### src/rtl/reversi_accel_mul_arbiter_pkg.sv
`default_nettype none
// ============================================================================
//  Module   : reversi_accel_mul_arbiter_pkg
//  Purpose  : Shared constants and types for the shared-multiplier arbiter
//             slice of the reversi accelerator datapath.
//  Contents : MUL_A_W / MUL_P_W  operand and product widths
//             LATENCY            cycles through the multiplier wrapper
//             req_id_t           requester index type for the default config
//  Revision : 1.0  initial release
// ============================================================================
package reversi_accel_mul_arbiter_pkg;

    localparam int MUL_A_W     = 16;
    localparam int MUL_P_W     = 32;
    // Input register stage plus product register stage.
    localparam int LATENCY     = 2;

    localparam int NUM_REQ_DEF = 4;
    localparam int ID_W_DEF    = 2;

    typedef logic [ID_W_DEF-1:0] req_id_t;

endpackage
`default_nettype wire

### src/rtl/reversi_accel_mul.sv
`default_nettype none
// ============================================================================
//  Module   : reversi_accel_mul
//  Purpose  : Pipelined unsigned 16x16->32 multiplier with a global clock
//             enable. Operands are registered, then the product passes
//             through LATENCY-1 product registers. Datapath only, no reset.
//  Ports    : clk        clock
//             ce         pipeline advance enable
//             din0/din1  operands (16 bits each)
//             dout       product (32 bits)
//  Revision : 1.0  initial release
// ============================================================================
module reversi_accel_mul #(
    parameter int LATENCY = 2
) (
    input  logic                                               clk,
    input  logic                                               ce,
    input  logic [reversi_accel_mul_arbiter_pkg::MUL_A_W-1:0] din0,
    input  logic [reversi_accel_mul_arbiter_pkg::MUL_A_W-1:0] din1,
    output logic [reversi_accel_mul_arbiter_pkg::MUL_P_W-1:0] dout
);

    import reversi_accel_mul_arbiter_pkg::*;

    logic [MUL_A_W-1:0] a_q, a_d;
    logic [MUL_A_W-1:0] b_q, b_d;
    logic [MUL_P_W-1:0] p_q [LATENCY-1];
    logic [MUL_P_W-1:0] p_d [LATENCY-1];

    always_comb begin
        a_d = a_q;
        b_d = b_q;
        p_d = p_q;
        if (ce) begin
            a_d    = din0;
            b_d    = din1;
            p_d[0] = MUL_P_W'(a_q) * MUL_P_W'(b_q);
            for (int k = 1; k < LATENCY - 1; k++) begin
                p_d[k] = p_q[k-1];
            end
        end
    end

    always_ff @(posedge clk) begin
        a_q <= a_d;
        b_q <= b_d;
        p_q <= p_d;
    end

    assign dout = p_q[LATENCY-2];

endmodule
`default_nettype wire

### src/rtl/reversi_accel_rr_arbiter.sv
`default_nettype none
// ============================================================================
//  Module   : reversi_accel_rr_arbiter
//  Purpose  : Combinational round-robin grant with a registered priority
//             pointer. The pointer only advances on a grant, so a disabled
//             (stalled) cycle never disturbs the rotation.
//  Ports    : clk, reset        clock / synchronous active-high reset
//             req[NUM_REQ]      request vector
//             en                grant enable
//             grant[NUM_REQ]    one-hot grant (zero when en=0)
//             grant_id[ID_W]    index of the granted requester
//             grant_any         a grant was issued this cycle
//  Revision : 1.0  initial release
// ============================================================================
module reversi_accel_rr_arbiter #(
    parameter int NUM_REQ = 4,
    parameter int ID_W    = 2
) (
    input  logic               clk,
    input  logic               reset,
    input  logic [NUM_REQ-1:0] req,
    input  logic               en,
    output logic [NUM_REQ-1:0] grant,
    output logic [ID_W-1:0]    grant_id,
    output logic               grant_any
);

    import reversi_accel_mul_arbiter_pkg::*;

    // One extra bit so pointer+offset cannot overflow before the wrap.
    localparam int SUM_W = ID_W + 1;

    logic [ID_W-1:0]  ptr_q;
    logic [ID_W-1:0]  ptr_d;
    logic [SUM_W-1:0] w_sum;
    logic [ID_W-1:0]  w_idx;

    // Scan from the pointer upward with wrap-around; first hit wins.
    always_comb begin
        grant     = '0;
        grant_id  = '0;
        grant_any = 1'b0;
        w_sum     = '0;
        w_idx     = '0;
        for (int k = 0; k < NUM_REQ; k++) begin
            w_sum = {1'b0, ptr_q} + SUM_W'(k);
            if (w_sum >= SUM_W'(NUM_REQ)) begin
                w_sum = w_sum - SUM_W'(NUM_REQ);
            end
            w_idx = w_sum[ID_W-1:0];
            if (en && !grant_any && req[w_idx]) begin
                grant[w_idx] = 1'b1;
                grant_id     = w_idx;
                grant_any    = 1'b1;
            end
        end
    end

    always_comb begin
        ptr_d = ptr_q;
        if (grant_any) begin
            ptr_d = (grant_id == ID_W'(NUM_REQ - 1)) ? '0 : grant_id + ID_W'(1);
        end
    end

    always_ff @(posedge clk) begin
        if (reset) begin
            ptr_q <= '0;
        end else begin
            ptr_q <= ptr_d;
        end
    end

endmodule
`default_nettype wire

### src/rtl/reversi_accel_mul_arbiter.sv
`default_nettype none
// ============================================================================
//  Module   : reversi_accel_mul_arbiter
//  Purpose  : Shares one pipelined multiplier among NUM_REQ requesters.
//             Round-robin issue of at most one operand pair per cycle; the
//             requester ID travels alongside in a valid/ID shift register
//             that advances on the same ce as the multiplier.
//  Ports    : clk, reset           clock / synchronous active-high reset
//             req_valid/req_ready  per-requester handshake
//             req_a/req_b          packed 16-bit operands, requester i at [16i+:16]
//             res_valid/res_ready  result handshake
//             res_id, res_data     owner index and 32-bit product
//             busy                 any operation in flight
//  Revision : 1.0  initial release
// ============================================================================
module reversi_accel_mul_arbiter #(
    parameter int NUM_REQ = 4,
    parameter int ID_W    = 2,
    parameter int LATENCY = reversi_accel_mul_arbiter_pkg::LATENCY
) (
    input  logic                   clk,
    input  logic                   reset,
    input  logic [NUM_REQ-1:0]     req_valid,
    output logic [NUM_REQ-1:0]     req_ready,
    input  logic [16*NUM_REQ-1:0]  req_a,
    input  logic [16*NUM_REQ-1:0]  req_b,
    output logic                   res_valid,
    input  logic                   res_ready,
    output logic [ID_W-1:0]        res_id,
    output logic [31:0]            res_data,
    output logic                   busy
);

    import reversi_accel_mul_arbiter_pkg::*;

    logic                 w_ce;
    logic                 w_en;
    logic [NUM_REQ-1:0]   w_grant;
    logic [ID_W-1:0]      w_grant_id;
    logic                 w_grant_any;
    logic [MUL_A_W-1:0]   w_din0;
    logic [MUL_A_W-1:0]   w_din1;

    logic [LATENCY-1:0]   vld_q, vld_d;
    logic [ID_W-1:0]      id_q [LATENCY];
    logic [ID_W-1:0]      id_d [LATENCY];

    // A held result freezes everything upstream, multiplier included.
    assign w_ce = !(vld_q[LATENCY-1] && !res_ready);
    // No grants during reset: whatever is issued would be discarded anyway.
    assign w_en = w_ce && !reset;

    reversi_accel_rr_arbiter #(
        .NUM_REQ (NUM_REQ),
        .ID_W    (ID_W)
    ) u_arb (
        .clk       (clk),
        .reset     (reset),
        .req       (req_valid),
        .en        (w_en),
        .grant     (w_grant),
        .grant_id  (w_grant_id),
        .grant_any (w_grant_any)
    );

    assign req_ready = w_grant;

    // One-hot operand mux; operands are don't-care on a bubble.
    always_comb begin
        w_din0 = '0;
        w_din1 = '0;
        for (int i = 0; i < NUM_REQ; i++) begin
            if (w_grant[i]) begin
                w_din0 = req_a[i*MUL_A_W +: MUL_A_W];
                w_din1 = req_b[i*MUL_A_W +: MUL_A_W];
            end
        end
    end

    reversi_accel_mul #(
        .LATENCY (LATENCY)
    ) u_mul (
        .clk  (clk),
        .ce   (w_ce),
        .din0 (w_din0),
        .din1 (w_din1),
        .dout (res_data)
    );

    // Valid/ID tracker, advanced on exactly the same ce as the multiplier.
    always_comb begin
        vld_d = vld_q;
        id_d  = id_q;
        if (w_ce) begin
            vld_d[0] = w_grant_any;
            id_d[0]  = w_grant_id;
            for (int k = 1; k < LATENCY; k++) begin
                vld_d[k] = vld_q[k-1];
                id_d[k]  = id_q[k-1];
            end
        end
    end

    always_ff @(posedge clk) begin
        if (reset) begin
            vld_q <= '0;
            for (int k = 0; k < LATENCY; k++) begin
                id_q[k] <= '0;
            end
        end else begin
            vld_q <= vld_d;
            id_q  <= id_d;
        end
    end

    assign res_valid = vld_q[LATENCY-1];
    assign res_id    = id_q[LATENCY-1];
    assign busy      = |vld_q;

endmodule
`default_nettype wire
### config.mk
export PLATFORM = sky130hd
export DESIGN_NAME = reversi_accel_mul_arbiter
export DESIGN_NICKNAME = d
export VERILOG_FILES = /design/src/rtl/reversi_accel_mul_arbiter_pkg.sv /design/src/rtl/reversi_accel_mul.sv /design/src/rtl/reversi_accel_rr_arbiter.sv /design/src/rtl/reversi_accel_mul_arbiter.sv
export SDC_FILE = /design/constraint.sdc
export NUM_CORES = 1
export LEC_CHECK = 0
export ABC_AREA = 1
export BUFFER_PORTS_ARGS = -buffer_cell sky130_fd_sc_hd__buf_2
export CELL_PAD_IN_SITES_DETAIL_PLACEMENT = 0
export CELL_PAD_IN_SITES_GLOBAL_PLACEMENT = 2
export CORE_ASPECT_RATIO = 1.75
export CORE_MARGIN = 2
export CORE_UTILIZATION = 32
export DETAILED_ROUTE_END_ITERATION = 12
export MAX_ROUTING_LAYER = met4
export PLACE_DENSITY_LB_ADDON = 0.1
export RECOVER_POWER = 100
export SLEW_MARGIN = 20
export SYNTH_ARGS = -nofsm -noshare
export SYNTH_HDL_FRONTEND = slang
export SYNTH_SLANG_ARGS = --single-unit
### constraint.sdc
create_clock -name clk -period 5.2 [get_ports clk]
set_input_delay 0.78 -clock clk [delete_from_list [all_inputs] [get_ports clk]]
set_output_delay 0.78 -clock clk [all_outputs]
set_load 0.01 [all_outputs]
=== Yosys cells after proc, flatten, opt, wreduce, memory -nomap -nowiden ===
Index checks and enable logic that the tools add are counted.

* Register bits after elaboration: 72
* Latch bits: 0
* Bits in writable memories: 0
* Memory bits (read-only): 0
* Input bits: 135
* Memories kept: 0

* Add/subtract/negate cells: 8
* Multiply operators: 1
* Div/mod/pow operators: 0
* Order comparisons: 12
* Equal/unequal tests: 1
* Shifts and indexed selects: 0
* Muxes and demuxes: 41
* Bitwise logic cells: 3
* Reductions and logical operators: 20

{| class="wikitable"
|+ Operators by type and width
! cell !! number
|-
| $mux 16 || 8
|-
| $mul 16x16->32 || 1
|-
| $mux 2 || 9
|-
| $mux 4 || 4
|-
| $logic_and 1x1->1 || 13
|-
| $lt 2x3->1 const B || 4
|-
| $mux 1 || 12
|-
| $or 4x4->4 || 3
|-
| $ge 3x3->1 const B || 3
|-
| $bmux 1 s2 || 4
|-
| $demux 1 s2 || 4
|-
| $ge 2x1->1 const B || 4
|-
| $sub 2x1->2 const B || 4
|-
| $add 2x2->3 const B || 2
|-
| $logic_not 1->1 || 6
|-
| $add 2x1->3 const B || 1
|-
| $ge 2x3->1 const B || 1
|-
| $add 2x1->2 const B || 1
|-
| $eq 2x2->1 const B || 1
|-
| $reduce_or 2->1 || 1
|}

=== Logic depth before layout (Yosys ltp) ===
Gate-level depths: netlist of run 1.

* Depth in word-level cells: 22
* Mapped depth: 28

=== Modules after synthesis ===
A second synthesis of run 1 with hierarchy kept.

* Cells, all modules: 1830
* Area total of the unflattened synthesis: 13528.0 um^2

{| class="wikitable"
|+ Modules (own cells, without submodules)
! module !! times used !! cells each !! area an instance (um^2)
|-
| reversi_accel_mul || 1 || 1435 || 11359.6
|-
| reversi_accel_mul_arbiter || 1 || 312 || 1639.1
|-
| reversi_accel_rr_arbiter || 1 || 83 || 529.3
|}

=== Worst setup path before layout of run 1 ===
OpenSTA, ideal clock, no wires.

* Kind: register -> register
* Start point: register u_mul.a_q[7]
* End point: register u_mul.p_q, in the netlist u_mul.dout[17], data pin
* Library setup time: 265 ps
* Arrival time: 5313 ps
* Path slack: -378 ps
* Cell stages (with the launch flop): 23
* Buffers on the path: 2
* Cells stage by stage: edfxtp_1 > clkbuf_1 > clkbuf_1 > nand2_1 > fa_1 > inv_1 > fa_1 > inv_1 > fa_1 > inv_1 > fa_1 > fa_1 > inv_1 > fa_1 > inv_1 > ha_1 > nand2_1 > nor2_1 > inv_1 > o21ai_0 > inv_1 > o21ai_0 > xor2_1

* Word-level cells in the longest chain between the ends: 1

{| class="wikitable"
|+ Ends and longest elaborated chain
! element !! RTL line !! RTL
|-
| from (decl) || reversi_accel_mul.sv:25 || <nowiki>logic [MUL_A_W-1:0] a_q, a_d;</nowiki>
|-
| from (signal assigned) || reversi_accel_mul.sv:45 || <nowiki>a_q <= a_d;</nowiki>
|-
| $mul 16x16->32 || reversi_accel_mul.sv:37 || <nowiki>p_d[0] = MUL_P_W'(a_q) * MUL_P_W'(b_q);</nowiki>
|-
| to (signal assigned) || reversi_accel_mul.sv:47 || <nowiki>p_q <= p_d;</nowiki>
|-
| to (decl) || reversi_accel_mul.sv:27 || <nowiki>logic [MUL_P_W-1:0] p_q [LATENCY-1];</nowiki>
|}

Every way passes these cells.
A chain may end at the register's enable or synchronous reset.

=== Worst setup path after layout of run 1 ===
* Start point: register u_mul.a_q[13]
* End point: register u_mul.p_q, in the netlist u_mul.dout[28], data pin

The elaborated chain is that of the path after synthesis.

==> results.toml, run 1 <==
[run_status]
status = "complete, but fails checks"
violations = "capacitance limit, slew limit, setup timing"

[finish]
final_nets = 2411
antennaDiodeCount = 0
drive_gt1_frac = 0.283
finish.instance_area_um2 = 16900
layout.cells.non_filler = 2472
area_delta_synth_final_pct = 32.1
fillers = 4148

[worst_setup_path]
crit_path_max_incr_delay_ps = 580
crit_type = "flop to flop"
end_kind = "flop"
crit_chain = "nand2_1, fa_1, fa_1, inv_2, fa_1, fa_2, fa_1, inv_2, fa_2, inv_2, ha_4, a21oi_4, o21ai_4, a21oi_2, nand3_2, nand2_2, nand2_4, nand2_2, nand2_1, nand2_1, nand2_1"
critPathArrivalTime_ps = 5620
cp_max_fo = 7
critPathSlowestCell = "edfxtp_1"
cp-start-kind = "flop"
worstPathRequired_ps = 5320

[cts]
clkLatencyLatePin_ps = 360
clock_path_buffers = 2
clkTransAtPathRegs_ps = 70
cts-htree-levels = 3
cts_hold_buf = 0
cts_buffers = 9
cts.sinks = 72
cts_root_buf = "clkbuf_16"
cts_tree = "done"

[die]
initial_utilization = 0.322
die-area_um2 = 41700
ioPinCount = 175
num_rows = 97
core_area_um2 = 39800
chipHeight_um = 269
dieWidth_um = 155

[timing]
rsz0062_at_grt = "true"
setup_viol = 19
fin_hold_ws_ps = 484
hold_viol_final = 0
finalWorstSetupSlack_ps = -299
max-slew-margin-rel = -0.398
skew_ps = 12.1
drv_slew = 34
layout_min_cycle_time_ps = 5500
worst_pin_slew_ps = 2100
fmax_ghz = 0.182
post-route-period-util = 1.06

[drt]
wire_per_inst_um = 17.8
m1WireLength_um = 15500
route.vias.total = 11365
vias_per_cell = 4.60
routed_wl_um = 44100
ant_nets = 0
met3_wirelength_um = 1080
met2WireLength_um = 26000
top_layer_used = "met4"
drc = 0
drt_iter0_drc = 383
firstDrtPassIters = 5

[synthesis]
ys_top_cells_by_count = "483 x nand2_1, 373 x inv_1, 194 x fa_1, 110 x ha_1, 90 x a21oi_1"
synth-edff-count = 64
syn_area_um2 = 12800
synth.avg_cell_area_um2 = 7.71
synth_area_leaders = "fa_1 30%, edfxtp_1 15%, nand2_1 14%"
yosys_warnings = 0
synthArstFlopShare = 0
ys_types = 35
syn_nets = 2101
ys_seq_elements = 72
synth_cells = 1662
yosys.area.top_type = "fa_1"
synth_top_area_frac = 0.303
synth.most_common_cell = "nand2_1"
yosysSeqAreaShare = 0.162
synthFlopType = "edfxtp_1"

[global_route]
grt_pass1_wl_um = 68300
antenna_found_initial = 0
grt_max_degree = 48
grt_pass1_vias = 12253
overflow = 0
grt.total_usage = 0.224

[place]
gp_congestion = 0.880
numPortBuffers = 174
dpl-instance-area_um2 = 15500
dp_hpwl_um = 37100
place_inst = 2413

[job]
drv_cap = 2

[min_path]
hp-class = "flop to flop"
[placed cells by master (no fill, tap or decap), drive strengths merged, types with 7 or more instances in the layout]
| cell | Yosys | layout |
|---|---|---|
| nand2 | 495 | 495 |
| inv | 377 | 379 |
| buf | 27 | 344 |
| fa | 194 | 194 |
| ha | 110 | 110 |
| a21oi | 100 | 100 |
| nor2 | 78 | 78 |
| edfxtp | 64 | 64 |
| nand3 | 59 | 59 |
| clkbuf | 65 | 58 |
| o21ai | 24 | 24 |
| xor2 | 21 | 21 |
| nand4 | 9 | 9 |
| dfxtp | 8 | 8 |
| xnor2 | 8 | 8 |
| nor3 | 7 | 7 |
[layer usage]
| metal | global-route usage | vias to the layer above |
|---|---|---|
| met1 | 0.223 | 5518 |
| met4 | 0.0702 | 0 |
| met2 | 0.452 | 222 |
| li1 | - | 5551 |
| met3 | 0.0188 | 74 |
| met5 | - | - |
[registers in the layout, indices dropped and copies added, names as in the netlist, named ones only]
name	flops
u_mul.b_q	16
vld_q	2
u_mul.a_q	16
u_arb.ptr_q	1
id_q	2
u_mul.dout	32
res_id	2
[area by class of cell]
| type | count | area (µm²) | area share |
|---|---|---|---|
| inverters | 377 | 1420 | 0.0837 |
| multi-input cells | 1121 | 9690 | 0.573 |
| well taps | 495 | 619 | 0.0366 |
| clock buffers | 11 | 254 | 0.0150 |
| repair buffers | 391 | 2830 | 0.167 |
| clock inverters | 5 | 36.3 | 0.00214 |
| flip-flops and latches | 72 | 2080 | 0.123 |
[worst max-delay path, delay by kind of cell (launching register included)]
family          cells  cell delay (ps)
fa+ha+maj           7             3420
flops               1              580
buf+inv             3              130
simple gates        8              660
compound gates      3              470
[kinds of logic after synthesis]
logic type,count (synthesis),synth area share
DFF,72,0.162
adders and majority gates,304,0.410
xor gates and xnor gates,29,0.0198
buffers and inverters,469,0.142
and+or+nand+nor,652,0.207
AOI/OAI and AO/OA,136,0.0583
[final timing paths]
check                startpoint  slack [ps]        endpoint  depth (start not counted)
setup / recovery  u_mul.a_q[13]        -300  u_mul.dout[28]                         21
hold / removal        res_id[0]         480       res_id[0]                          2
setup reg to reg  u_mul.a_q[13]        -300  u_mul.dout[28]                         21
hold reg to reg       res_id[0]         480       res_id[0]                          2
[per-stage QoR]
stage          utilization  setup WS (ps)  setup TNS, ps
6_report             0.425           -299          -3930
5_1_grt              0.425           -494          -8180
4_1_cts              0.413           -367          -4930
3_5_place_dp         0.390           -581          -8470
3_3_place_gp         0.390           -590          -8130
2_1_floorplan            -          -9.26          -9.26
[repair_timing]
item                                    CTS  global route
pin swaps                                58            85
endpoints found under the setup margin   21            22
buffers inserted                         19            28
gates resized for setup                 122           119
gates cloned                              0             2
Power of run 1 is not shown: default switching activity piles up to over one toggle a cycle in this logic, so the estimate is an artifact.
==> run 2, diff against run 1 <==
Settings changed: ABC_AREA 1 to default, CORE_UTILIZATION 32 to 34.
==> results.toml, run 2 <==
[cts]
cts_hold_buf = 0
clkTransAtPathRegs_ps = 70
cts_buffers = 9
cts.sinks = 72
clkLatencyLatePin_ps = 380
cts-htree-levels = 3
clock_path_buffers = 2
cts_tree = "done"
cts_root_buf = "clkbuf_16"

[drt]
firstDrtPassIters = 4
vias_per_cell = 4.77
wire_per_inst_um = 19.1
drt_iter0_drc = 303
ant_nets = 0
routed_wl_um = 39700
drc = 0
route.vias.total = 9911

[worst_setup_path]
worstPathRequired_ps = 5320
regToRegEndpoint = "u_mul.dout[27]"
critPathCapture = "u_mul.dout[27]"
cp-start-kind = "flop"
cp_max_fo = 5
end_kind = "flop"
critPathArrivalTime_ps = 6100
r2r.worst_path.cells = 21
worstReg2RegStart = "u_mul.a_q[4]"
startpoint = "u_mul.a_q[4]"
crit_type = "flop to flop"
ff2ff_setup_slack_ps = -770

[synthesis]
yosys_warnings = 0
ys_types = 54
synth_area_leaders = "fa_1 32%, edfxtp_1 16%, ha_1 11%"
ys_top_cells_by_count = "230 x inv_1, 194 x fa_1, 189 x nand2_1, 122 x and2_1, 110 x ha_1"
syn_area_um2 = 12200
synth.most_common_cell = "inv_1"
ys_seq_elements = 72
yosysSeqAreaShare = 0.170
synth_top_area_frac = 0.318
synthArstFlopShare = 0
synth_cells = 1260
synthFlopType = "edfxtp_1"
syn_nets = 1699
synth-edff-count = 64
synth.avg_cell_area_um2 = 9.70
yosys.area.top_type = "fa_1"

[die]
die-area_um2 = 37500
initial_utilization = 0.346
num_rows = 91
dieWidth_um = 147
core_area_um2 = 35300
chipHeight_um = 255
ioPinCount = 175

[finish]
final_common_cell = "inv_1"
fillers = 3573
area_delta_synth_final_pct = 30.3
final_nets = 2043
drive_gt1_frac = 0.326
largest_register_ffs = 32
mostFrequentLayoutCells = "217 x inv_1, 183 x fa_1, 180 x nand2_1, 179 x buf_4, 136 x buf_2"
layout.cells.non_filler = 2076

[global_route]
overflow = 0
grt_pass1_wl_um = 61000
grt.total_usage = 0.225
grt_pass1_vias = 11015
antenna_found_initial = 1
grt_max_degree = 68

[run_status]
violations = "capacitance limit, slew limit, setup timing"
status = "complete, but fails checks"

[timing]
worst_pin_slew_ps = 1900
setup_viol = 20
drv_slew = 68
hold_viol_final = 0
skew_ps = 14.0
finalWorstSetupSlack_ps = -773
rsz0062_at_grt = "true"
max-slew-margin-rel = -0.264
post-route-period-util = 1.15
fmax_ghz = 0.167
layout_min_cycle_time_ps = 5970

[place]
dp_hpwl_um = 33400
place_inst = 2007
gp_congestion = 0.863
numPortBuffers = 174

[job]
drv_cap = 1

[min_path]
hp-class = "flop to flop"
## run 2: cell families (layout without fill, tap and decap cells)
kind of cell               Yosys count  after routing  share of synthesized area
muxes                                5              5                    0.00819
xor gates and xnor gates            28             28                     0.0201
buffers and inverters              287            636                     0.0925
adders and majority gates          304            304                      0.430
and+or+nand+nor                    412            412                      0.160
AOI/OAI and AO/OA                  152            152                      0.119
DFF                                 72             72                      0.170
other                                0              2                          0
## run 2: area by class of cell
class | count | area, µm² | area share
well taps | 465 | 582 | 0.0365
clock buffers | 10 | 229 | 0.0144
repair buffers | 390 | 2620 | 0.164
inverters | 230 | 863 | 0.0542
flip-flops and latches | 72 | 2080 | 0.131
clock inverters | 6 | 35.0 | 0.00220
diodes | 2 | 5.00 | 0.000314
multi-input cells | 901 | 9520 | 0.597
## run 2: how the worst min path moves through the flow
stage / startpoint / to / cells after the start / slack, ps
final: res_id[0] / res_id[0] / 2 / 450
after global placement: res_id[0] / res_id[0] / 2 / 440
after CTS: res_id[1] / res_id[1] / 2 / 450
after floorplan: res_id[0] / res_id[0] / 2 / 430
after global routing: id_q[2] / res_id[0] / 2 / 480
after detailed placement: res_id[1] / res_id[1] / 2 / 440
## run 2: worst max-delay path: stages, from the launching register on
cell and delay, ps:
edfxtp_1 460, buf_12 170, and2_1 180, fa_1 610, fa_2 470, fa_2 590
fa_2 450, fa_1 490, inv_1 60, fa_1 490, inv_2 40, ha_4 270
and4_4 220, and2_4 170, o2111ai_4 100, a21boi_2 160, buf_6 140, buf_6 100
a21oi_4 50, o31ai_4 220, a31oi_1 140, xnor2_1 140
## run 2: timing repair
action / in CTS / in global routing
setup endpoints to repair: 20 / 21
buffers inserted: 43 / 13
pin swaps: 51 / 26
endpoints found under the hold margin: 0 / 0
resized for setup: 87 / 47
## run 2: metal layers
metal,wire (µm),global-route usage,vias up
met5,0,-,-
met4,1700,0.104,0
met3,613,0.0198,57
met2,24500,0.463,136
met1,12900,0.203,5013
li1,-,-,4705
## run 2: per-stage QoR
step	utilization	hold slack, ps	worst slack [ps]	setup TNS [ps]	instance area, µm²
after floorplan	-	432	-376	-2290	12400
after global placement	0.421	439	-1170	-14580	14900
after detailed placement	0.421	443	-1180	-15050	14900
after CTS	0.449	453	-820	-11620	15800
after global routing	0.451	484	-959	-15580	15900
final	0.451	452	-773	-10350	15900
Power of run 2 is left out for the same reason.
==> run 3, diff against run 2 <==
Settings changed: SYNTH_HIERARCHICAL from default to 1.
==> results.toml, run 3 <==
[run_status]
status = "complete, but fails checks"
violations = "capacitance limit, slew limit, setup timing"

[global_route]
grt_pass1_vias = 11001
grt_pass1_wl_um = 59500
antenna_found_initial = 0
overflow = 0
grt_max_degree = 37
grt.total_usage = 0.217

[worst_setup_path]
crit_chain = "buf_4, and2_4, fa_1, inv_2, fa_1, inv_2, fa_1, fa_2, fa_1, inv_1, fa_1, inv_2, ha_4, buf_6, a21oi_4, o21ai_2, nor2_1, o21ai_1, a221oi_2, o21ai_1, xor2_1"
cp-start-kind = "flop"
r2r.worst_path.cells = 21
crit_path_max_incr_delay_ps = 550
regToRegEndpoint = "u_mul/dout[25]"
worstReg2RegStart = "u_mul/b_q[10]"
crit_type = "flop to flop"
worstPathRequired_ps = 5320
critPathSlowestCell = "fa_1"
crit_family = "adder cells"
path_common_cell = "fa_1"
cp_max_fo = 5
ff2ff_setup_slack_ps = -460
path_buf_inv = 6
cp.depth = 21
end_kind = "flop"
critPathArrivalTime_ps = 5780

[synthesis]
synthAdderAreaFrac = 0.434
synth-edff-count = 64
synth.most_common_cell = "inv_1"
synth_cells = 1275
synth.avg_cell_area_um2 = 9.54
yosys.area.top_type = "fa_1"
synthFlopType = "edfxtp_1"
syn_nets = 1716
muxShareOfSynthArea = 0.00751
synth_compound_area_frac = 0.118
ys_top_cells_by_count = "229 x inv_1, 194 x fa_1, 183 x nand2_1, 125 x and2_1, 112 x ha_1"
ys_types = 74
syn_area_um2 = 12200
yosys_warnings = 6
synth_simple_gate_area_frac = 0.152
yosysSeqAreaShare = 0.171
synth_area_leaders = "fa_1 32%, edfxtp_1 16%, ha_1 12%"
synth_top_area_frac = 0.319
synthXorXnorAreaFrac = 0.0216
synthArstFlopShare = 0
synth_top_family_by_area = "adder cells"
ys_seq_elements = 72

[timing]
post-route-period-util = 1.09
worst_pin_slew_ps = 2110
hold_viol_final = 0
finalWorstSetupSlack_ps = -460
layout_min_cycle_time_ps = 5660
skew_ps = 16.2
fmax_ghz = 0.177
max-slew-margin-rel = -0.404
setup_viol = 18
rsz0062_at_grt = "true"
drv_slew = 80

[finish]
final_common_cell = "inv_1"
largest_register_ffs = 32
area_delta_synth_final_pct = 29.1
final_util = 0.445
multi_input_area_um2 = 9400
layout.cells.non_filler = 2060
drive_gt1_frac = 0.299
regArea_um2 = 2080
fillers = 3621
final_nets = 2031
antennaDiodeCount = 0
finish.instance_area_um2 = 15700
mostFrequentLayoutCells = "214 x inv_1, 185 x fa_1, 175 x nand2_1, 145 x buf_4, 137 x buf_2"

[die]
die-area_um2 = 37400
num_rows = 91
dieWidth_um = 147
ioPinCount = 175
initial_utilization = 0.345
chipHeight_um = 254
core_area_um2 = 35300

[drt]
wire_per_inst_um = 19.0
firstDrtPassIters = 4
drt_iter0_drc = 446
drc = 0
ant_nets = 0
route.vias.total = 10110
routed_wl_um = 39100
vias_per_cell = 4.91

[cts]
cts-htree-levels = 3
clock_path_buffers = 2
cts_root_buf = "clkbuf_16"
clkTransAtPathRegs_ps = 60
cts_tree = "done"
cts_hold_buf = 0
clkLatencyLatePin_ps = 380
cts_buffers = 9
cts.sinks = 72

[place]
place_ws_ps = -649
dpl-instance-area_um2 = 14700
numPortBuffers = 174
place_inst = 2005
gp_congestion = 0.832
dp_hpwl_um = 32700

[min_path]
hp-class = "flop to flop"
min_from = "res_id[0]"
holdPathStages = 2
hold_path_end = "res_id[0]"

[job]
drv_cap = 3
-- run 3: cell types whose count changed in the layout (fill, tap and decap cells not counted), moves of 12 or more --
cell      delta
a21oi_2     +20
o22ai_1     +31
o31ai_1     -12
a221oi_2    -25
buf_4       -34
a22oi_1     +25
o31ai_2     -20
nor2_1      -38
a21oi_1     +18
-- run 3: layout make-up --
type | count | share of cell area
Timing Repair Buffer | 362 | 0.154
Clock inverter | 6 | 0.00741
Tap cell | 465 | 0.0370
Multi-Input combinational cell | 914 | 0.599
Clock buffer | 10 | 0.0146
Inverter | 231 | 0.0552
Sequential cell | 72 | 0.133
-- run 3: worst min-delay path, delay by kind of cell, from the launching register on --
family | cells | cell delay [ps]
AO/OA/AOI/OAI | 1 | 50
flip-flops | 1 | 310
AND/OR/NAND/NOR | 1 | 50
-- run 3: worst max-delay path by stage --
stage                     slack [ps]          start             end
final                           -460  u_mul/b_q[10]  u_mul/dout[25]
after global routing            -640   u_mul/b_q[6]  u_mul/dout[28]
after CTS                       -480  u_mul/a_q[11]  u_mul/dout[30]
after detailed placement        -650  u_mul/a_q[10]  u_mul/dout[29]
after global placement          -620  u_mul/a_q[10]  u_mul/dout[27]
after floorplan                 -270   u_mul/b_q[9]  u_mul/dout[29]
-- run 3: cell families after synthesis --
family / after synthesis
muxes: 6
adders and majority gates: 306
DFF: 72
buffers and inverters: 289
xor gates and xnor gates: 30
and+or+nand+nor: 374
AOI/OAI and AO/OA: 198
-- run 3: through the flow --
step	TNS (ps)	hold slack [ps]
2_1_floorplan	-1530	426
3_3_place_gp	-8420	441
3_5_place_dp	-8440	450
4_1_cts	-5470	460
5_1_grt	-10820	478
6_report	-5030	454
-- run 3: per-layer routing --
metal  vias to the layer above  routed length [µm]  track usage
met4                         0                1600       0.0920
li1                       4718                   -            -
met5                         -                   0            -
met3                        58                 532       0.0195
met1                      5208               13400        0.212
met2                       126               23600        0.432
-- run 3: what timing repair did --
action                     CTS  global route
gates resized for setup     75            44
setup endpoints to repair   21            22
setup buffers               25            14
pin swaps                   20            33
gates cloned                 0             0
Power of run 3 is left out for the same reason.
